## src/rtl/gen_multi_done.sv

```systemverilog
// rtl/gen_multi_done.sv - per-tile done aggregator with enable mask, duplicate detection and watchdog
// Collects one-cycle done pulses from enabled engines and emits a single all_done pulse per tile.
module gen_multi_done #(
  parameter int NUM_CH = 3,
  parameter int TO_W   = 16
) (
  input  logic              clk,
  input  logic              rst,
  input  logic              start,
  input  logic [NUM_CH-1:0] ch_en,
  input  logic [NUM_CH-1:0] ch_done,
  input  logic [TO_W-1:0]   timeout_cycles,
  output logic              all_done,
  output logic              busy,
  output logic [NUM_CH-1:0] ch_pending,
  output logic              dup_err,
  output logic              timeout_err
);

  typedef enum logic {
    IDLE = 1'b0,
    WAIT = 1'b1
  } state_t;

  state_t            state_q, state_d;
  logic [NUM_CH-1:0] mask_q, mask_d;
  logic [NUM_CH-1:0] kept_q, kept_d;
  logic [TO_W-1:0]   cnt_q, cnt_d;
  logic [TO_W-1:0]   limit_q, limit_d;
  logic              all_done_d;
  logic              dup_err_d;
  logic              timeout_err_d;
  logic [NUM_CH-1:0] hit;
  logic [NUM_CH-1:0] dup;
  logic [NUM_CH-1:0] nxt;
  logic              expire;

  always_comb begin
    state_d       = state_q;
    mask_d        = mask_q;
    kept_d        = kept_q;
    cnt_d         = cnt_q;
    limit_d       = limit_q;
    all_done_d    = 1'b0;
    dup_err_d     = 1'b0;
    timeout_err_d = 1'b0;

    hit    = ch_done & mask_q;
    dup    = hit & kept_q;
    nxt    = kept_q | hit;
    expire = (limit_q != '0) && (cnt_q == (limit_q - TO_W'(1)));

    case (state_q)
      IDLE: begin
        if (start) begin
          mask_d  = ch_en;
          kept_d  = '0;
          cnt_d   = '0;
          limit_d = timeout_cycles;
          // An empty mask completes immediately without ever opening a transaction.
          if (ch_en == '0) begin
            all_done_d = 1'b1;
          end else begin
            state_d = WAIT;
          end
        end
      end
      WAIT: begin
        dup_err_d = |dup;
        // Completion is tested before expiry so a last done on the expiry cycle still wins.
        if (nxt == mask_q) begin
          all_done_d = 1'b1;
          state_d    = IDLE;
          kept_d     = '0;
        end else if (expire) begin
          timeout_err_d = 1'b1;
          state_d       = IDLE;
          kept_d        = '0;
        end else begin
          kept_d = nxt;
          if (cnt_q != '1) begin
            cnt_d = cnt_q + TO_W'(1);
          end
        end
      end
      default: begin
        state_d = IDLE;
      end
    endcase
  end

  always_ff @(posedge clk) begin
    if (rst) begin
      state_q     <= IDLE;
      mask_q      <= '0;
      kept_q      <= '0;
      cnt_q       <= '0;
      limit_q     <= '0;
      all_done    <= 1'b0;
      busy        <= 1'b0;
      ch_pending  <= '0;
      dup_err     <= 1'b0;
      timeout_err <= 1'b0;
    end else begin
      state_q     <= state_d;
      mask_q      <= mask_d;
      kept_q      <= kept_d;
      cnt_q       <= cnt_d;
      limit_q     <= limit_d;
      all_done    <= all_done_d;
      busy        <= (state_d == WAIT);
      ch_pending  <= (state_d == WAIT) ? (mask_d & ~kept_d) : '0;
      dup_err     <= dup_err_d;
      timeout_err <= timeout_err_d;
    end
  end

endmodule

```

## config.mk

```make
export PLATFORM = sky130hd
export DESIGN_NAME = gen_multi_done
export DESIGN_NICKNAME = d
export VERILOG_FILES = /design/src/rtl/gen_multi_done.sv
export SDC_FILE = /design/constraint.sdc
export NUM_CORES = 1
export LEC_CHECK = 0
export ABC_AREA = 1
export ABC_CLOCK_PERIOD_IN_PS = 2700
export BUFFER_PORTS_ARGS = -buffer_cell sky130_fd_sc_hd__buf_2
export CORE_MARGIN = 1.5
export CORE_UTILIZATION = 40
export DETAILED_ROUTE_END_ITERATION = 7
export PLACE_DENSITY = 0.58
export SLEW_MARGIN = 20
export SYNTH_ARGS = -nofsm -noshare
export SYNTH_HDL_FRONTEND = slang
export SYNTH_SLANG_ARGS = --single-unit
```

## constraint.sdc

```tcl
create_clock -name clk -period 2.7 [get_ports clk]
set_input_delay 0.135 -clock clk [delete_from_list [all_inputs] [get_ports clk]]
set_output_delay 0.135 -clock clk [all_outputs]
set_load 0.005 [all_outputs]
```

==> impl_metrics.csv, run 1 <==
group,metric,value,unit
hold_path,min_from,"timeout_cycles[8]",
setup_path,cp-end-kind,"flop",
timing,maxSlewViolCount,0,
layout,nNetsFinal,476,
floorplan,core,0.00646,sq mm
setup_path,cp_cell_sequence,"inv_1 -> ha_1 -> nand2_1 -> nor2_1 -> nand3_1 -> nand2_1 -> nand2_1 -> nor2_1 -> nand2_1 -> nor2_2 -> nand4_4 -> nand2_2 -> nand2_1 -> a21oi_1",
power,pwr_density_cell,490,mW/mm^2
floorplan,io_pins,32,
detailed_routing,drt-total-wl,6660,microns
timing,fin_crit_sh,0.865,
clock_tree,htree_levels,2,
status,status,"finished with violations",
synthesis,yosysWarnings,0,
power,p_leak,1.36,nW
grt,grt_pass1_wl,11200,microns
synthesis,syn_inst,421,
synthesis,synthDominantCellAreaShare,0.331,
synthesis,yosysMostFrequentCell,"nand2_1",
clock_tree,cts.sinks,45,
setup_path,critPathMaxFanout,12,
detailed_routing,avgRoutedWirePerCell,12.7,microns
timing,tns,0,ns
synthesis,ys_types,28,
placed_design,dpl_cell_area,0.00294,sq mm
synthesis,synth_top_cell_by_area,"dfxtp_1",
setup_path,crit_start,"limit_q[0]$_SDFFE_PP0P_",
synthesis,synthFlopType,"dfxtp_1",
setup_path,cp_slowest_cell,"dfxtp_1",
setup_path,cpPeakStageDelay,0.32,ns
synthesis,synthArstFlopShare,0,
setup_path,criticalPathCategory,"reg -> reg",
floorplan,die_y,85.5,microns
timing,fmax,428,MHz
detailed_routing,drc,1,
placed_design,placement.io_buffers,31,
setup_path,arrival,2.57,ns
timing,rsz0062_at_grt,"no",
clock_tree,cts_buffers,5,
timing,finalSetupViolCount,0,
synthesis,syn_area_per_cell,6.46,sq um
timing,relSlewSlack,0.464,
power,ir_drop,0.248,mV
detailed_routing,avgViaCountPerCell,4.97,
floorplan,die_w,85.5,microns
clock_tree,ctsHoldBuffers,0,
floorplan,rows,29,
floorplan,die_area,0.00731,sq mm
setup_path,start_kind,"flop",
hold_path,hold_class,"in -> reg",
layout,area_growth,11.7,%
floorplan,start_util,0.421,
grt,antenna_found_initial,0,
detailed_routing,ant_nets,0,
detailed_routing,drt_iter0_markers,161,
layout,antenna_cells,0,
grt,grt_start_max_net_pins,25,
grt,gr-total-overflow,0,
timing,clock_skew,0.00732,ns
synthesis,synth_area,0.00272,sq mm
clock_tree,cts_tree,"done",
timing,tightest_slew,0.802,ns
clock_tree,cts_root_buf,"clkbuf_8",
synthesis,synth_area_leaders,"dfxtp_1 33%, nand2_1 13%, nor2_1 9.5%",
layout,drive_gt1_frac,0.131,
power,total_power,1.49,mW
layout,stdcell_area,0.00304,sq mm
synthesis,synthesis.nets,448,
placed_design,dp.cells,518,
synthesis,synth_edf_count,0,
grt,grt_pass1_vias,2383,
layout,fillCellCount,723,
detailed_routing,vias,2614,
placed_design,place_congestion,0.903,
detailed_routing,drtPass1Iterations,6,
setup_path,critPathMostFrequentCell,"nand2_1",
clock_tree,clock_latency,0.30,ns
setup_path,r2r_start,"limit_q[0]$_SDFFE_PP0P_",
clock_tree,cts_buffer_depth,2,
synthesis,ys_ff_latch,45,
synthesis,yosysSeqAreaShare,0.331,
clock_tree,clk_pin_slew_worst_paths,0.09,ns
grt,track_usage,0.192,
synthesis,yosys-top-cells-count,"96 x nand2_1, 69 x nor2_1, 45 x dfxtp_1",
job,cap_viol_max_count,0,
setup_path,critPathRequiredTime,2.93,ns
layout,final_cells,526,
timing,hold_violations,0,
status,violations,"design-rule violations",
placed_design,dp_hpwl,4950,microns
clock_tree,cts_setup_buffers,0,
timing,period_needed,2.33,ns
==> critical path: cells and delay by family, from the launching register on <==
kind | cells | cell delay (ns)
and+or+nand+nor | 11 | 1.39
DFF | 1 | 0.32
adders and majority gates | 1 | 0.28
buffers and inverters | 1 | 0.15
AOI/OAI and AO/OA | 1 | 0.12
==> registers in the layout, indices dropped and copies added (netlist names) <==
| signal | flops |
|---|---|
| all_done | 1 |
| ch_pending | 3 |
| cnt_q | 16 |
| dup_err | 1 |
| kept_q | 3 |
| limit_q | 16 |
| mask_q | 3 |
| state_q | 1 |
| timeout_err | 1 |
==> per-stage QoR <==
stage | worst slack (ns) | util | hold WS, ns
floorplan | 0.739 | - | 0.302
CTS | 0.274 | 0.468 | 0.0742
global route | 0.112 | 0.471 | 0.0855
detailed placement | 0.296 | 0.454 | 0.392
global placement | 0.397 | 0.454 | 0.383
finish | 0.365 | 0.471 | 0.0799
==> power by group <==
group | internal (mW) | switching, mW | total [mW]
Sequential | 0.695 | 0.0334 | 0.728
Clock | 0.203 | 0.239 | 0.442
Combinational | 0.112 | 0.207 | 0.318
Total | 1.01 | 0.479 | 1.49
==> layer usage <==
metal	routed length (microns)	GRT usage	vias up
li1	-	-	1403
met1	3220	0.261	1150
met2	3040	0.309	53
met3	318	0.0360	8
met4	85	0.0557	0
met5	0	0	-
==> layout make-up <==
type                    count  area (sq um)  area share
multi-input cells         323          1620       0.533
clock inverters             1          7.51     0.00247
repair buffers             35           185      0.0609
flip-flops and latches     45           901       0.296
inverters                  39           146      0.0481
clock buffers               6          82.6      0.0272
well taps                  77          96.3      0.0317
==> layout by cell type, fill, tap and decap left out, drive strengths merged, types with 2 or more instances in the layout <==
| cell | Yosys | layout |
|---|---|---|
| nand2 | 100 | 101 |
| nor2 | 78 | 78 |
| dfxtp | 45 | 45 |
| inv | 39 | 39 |
| nand3 | 38 | 38 |
| buf | 4 | 35 |
| a21oi | 30 | 30 |
| o21ai | 24 | 24 |
| xor2 | 22 | 22 |
| nand4 | 9 | 9 |
| xnor2 | 6 | 6 |
| clkbuf | 11 | 6 |
| nor3 | 5 | 5 |
| nor4 | 3 | 3 |
| and2 | 2 | 2 |
| ha | 2 | 2 |
==> worst paths after layout <==
kind | end | slack [ns] | depth (start not counted)
worst max-delay path | cnt_q[0]$_SDFFE_PP0P_ | 0.37 | 14
worst min-delay path | limit_q[8]$_SDFFE_PP0P_ | 0.08 | 3
worst max register to register | cnt_q[0]$_SDFFE_PP0P_ | 0.37 | 14
worst min register to register | limit_q[1]$_SDFFE_PP0P_ | 0.49 | 2
==> repair_timing <==
item,CTS,global route
gates resized for setup,0,1
hold endpoints to repair,0,0
endpoints found under the setup margin,0,9
==> kinds of logic (layout without fill, tap and decap cells) <==
logic type / after synthesis / in the layout / share of synthesized area
AND/OR/NAND/NOR: 236 / 237 / 0.381
AO/OA/AOI/OAI: 55 / 55 / 0.102
buffers and inverters: 54 / 81 / 0.0786
flip-flops: 45 / 45 / 0.331
XOR/XNOR: 29 / 29 / 0.0984
adder cells (fa/ha/maj): 2 / 2 / 0.00919
(Power assumes the default switching activity.)
==> run 2: changes to the inputs <==
Settings changed: BUFFER_PORTS_ARGS -buffer_cell sky130_fd_sc_hd__buf_2 to default, DONT_BUFFER_PORTS from default to 1, PLACE_DENSITY 0.58 to 0.54.
==> run 2 against run 1 <==
Net effect: the run now ends clean; count of clock-buffer cells in the layout is the same; final cell count is 4.6% lower; sequential share of layout area rose by 0.74 points; clock skew increased by 0.011 ns; critical path depth fell by 4; utilization shrank 1.1 points; total power increased by 4.6%; final area is 2.4% lower; wire length is 0.54% lower; first-iteration DRC count decreased by 18%; largest power group unchanged.
==> impl_metrics.csv, run 2 (same netlist as run 1, synthesis figures left out) <==
group,metric,value,unit
status,status,"finished, final reports clean",
timing,maxSlewViolCount,0,
grt,grt_pass1_vias,2421,
clock_tree,htree_levels,2,
layout,antenna_cells,0,
floorplan,start_util,0.421,
setup_path,r2r_setup_slack,0.30,ns
layout,fillCellCount,698,
grt,grt_start_max_net_pins,25,
setup_path,critPathMaxFanout,18,
setup_path,arrival,2.55,ns
detailed_routing,avgViaCountPerCell,5.00,
setup_path,critPathRequiredTime,2.85,ns
placed_design,placement.io_buffers,0,
setup_path,r2r_start,"cnt_q[0]$_SDFFE_PP0P_",
floorplan,io_pins,32,
power,power.switching,0.482,mW
power,clockPowerShare,0.336,
floorplan,rows,29,
job,cap_viol_max_count,0,
detailed_routing,avgRoutedWirePerCell,13.2,microns
placed_design,place_congestion,0.876,
grt,gr-total-overflow,0,
clock_tree,clk_pin_slew_worst_paths,0.10,ns
setup_path,crit_start,"cnt_q[0]$_SDFFE_PP0P_",
layout,regArea,901,sq um
clock_tree,cts_buffer_depth,2,
detailed_routing,ant_nets,0,
setup_path,rr_endpoint,"cnt_q[12]$_SDFFE_PP0P_",
timing,hold_violations,0,
timing,fin_crit_sh,0.890,
floorplan,die_area,0.00731,sq mm
detailed_routing,vias,2512,
power,total_power,1.56,mW
grt,track_usage,0.192,
timing,tightest_slew,0.836,ns
clock_tree,cts_buffers,5,
detailed_routing,drt-total-wl,6620,microns
power,p_int,1.08,mW
timing,rsz0062_at_grt,"no",
layout,area_growth,9.01,%
power,seq_power_share,0.470,
floorplan,core,0.00646,sq mm
timing,period_needed,2.40,ns
setup_path,start_kind,"flop",
layout,top_regs,"cnt_q: 16 flops, limit_q: 16 flops",
layout,final_cells,502,
layout,nNetsFinal,451,
detailed_routing,drtPass1Iterations,6,
clock_tree,cts.sinks,45,
detailed_routing,drc,0,
detailed_routing,drt_iter0_markers,132,
placed_design,dp.cells,487,
setup_path,crit_path_end,"cnt_q[12]$_SDFFE_PP0P_",
layout,multiInputGateArea,0.00162,sq mm
floorplan,die_y,85.5,microns
power,combinationalPowerShare,0.194,
timing,clock_skew,0.0183,ns
setup_path,reg2regPathDepth,10,
grt,antenna_found_initial,0,
clock_tree,clock_latency,0.31,ns
clock_tree,cts_root_buf,"clkbuf_8",
power,pwr_density_cell,525,mW/mm^2
floorplan,die_w,85.5,microns
clock_tree,cts_tree,"done",
placed_design,dp_hpwl,4910,microns
layout,drive_gt1_frac,0.0659,
power,p_leak,1.27,nW
setup_path,criticalPathCategory,"reg -> reg",
power,ir_drop,0.275,mV
grt,grt_pass1_wl,11300,microns
timing,tns,0,ns
setup_path,cp-end-kind,"flop",
timing,finalSetupViolCount,0,
timing,fmax,416,MHz
hold_path,hold_class,"in -> reg",
timing,relSlewSlack,0.442,
layout,layout_commonest_cell,"nand2_1",
layout,mostFrequentLayoutCells,"96 x nand2_1, 69 x nor2_1, 45 x dfxtp_1",
power,swShare,0.309,
## run 2: layer usage
metal	global-route usage	up-vias	wire length, microns
li1	-	1357	-
met1	0.263	1116	3460
met2	0.308	31	2850
met3	0.0389	8	232
met4	0.0499	0	82
met5	0	-	0
## run 2: final cells by class
cell class / count / area share
Clock buffer: 6 / 0.0245
Inverter: 39 / 0.0493
Timing Repair Buffer: 10 / 0.0304
Sequential cell: 45 / 0.304
Clock inverter: 2 / 0.0131
Multi-Input combinational cell: 323 / 0.547
Tap cell: 77 / 0.0325
## run 2: power groups by stage
| stage | clock network (mW) | registers, mW | logic (mW) |
|---|---|---|---|
| 2_1_floorplan | 0 | 0.736 | 0.244 |
| 3_3_place_gp | 0 | 0.748 | 0.285 |
| 3_5_place_dp | 0 | 0.748 | 0.287 |
| 4_1_cts | 0.535 | 0.733 | 0.299 |
| 5_1_grt | 0.561 | 0.738 | 0.349 |
| 6_report | 0.523 | 0.732 | 0.302 |
## run 2: worst min-delay path by stage
stage / from / endpoint / slack, ns / cells past startpoint
after detailed placement: rst / cnt_q[6]$_SDFFE_PP0P_ / 0.21 / 1
after floorplan: timeout_cycles[10] / limit_q[10]$_SDFFE_PP0P_ / 0.30 / 2
after CTS: timeout_cycles[6] / limit_q[6]$_SDFFE_PP0P_ / 0.002 / 2
after global placement: rst / kept_q[2]$_SDFF_PP0_ / 0.21 / 1
final: timeout_cycles[8] / limit_q[8]$_SDFFE_PP0P_ / 0.002 / 2
after global routing: timeout_cycles[1] / limit_q[1]$_SDFFE_PP0P_ / 0.05 / 2
## run 2: metrics by stage
step	worst slack, ns	hold slack (ns)	instance area, sq um	utilization
after floorplan	0.739	0.302	2720	-
after global placement	0.384	0.209	2780	0.430
after detailed placement	0.291	0.210	2780	0.430
after CTS	0.239	0.00247	2950	0.457
after global routing	0.0736	0.0475	2970	0.459
final	0.298	0.00245	2970	0.459
## run 2: worst max-delay path, stage by stage (launching register included)
cell	delay (ns)
dfxtp_1	0.37
ha_1	0.25
nand2_1	0.09
nor3_1	0.05
buf_4	0.15
nand2_1	0.06
o22ai_1	0.07
nor2_2	0.68
nand2_2	0.30
nand2_1	0.14
a21oi_1	0.06
## run 2: timing repair
action | in CTS | in global routing
hold buffers | 6 | 0
buffers inserted | 0 | 0
gates resized for setup | 0 | 1
endpoints found under the hold margin | 25 | 0
endpoints found under the setup margin | 0 | 14
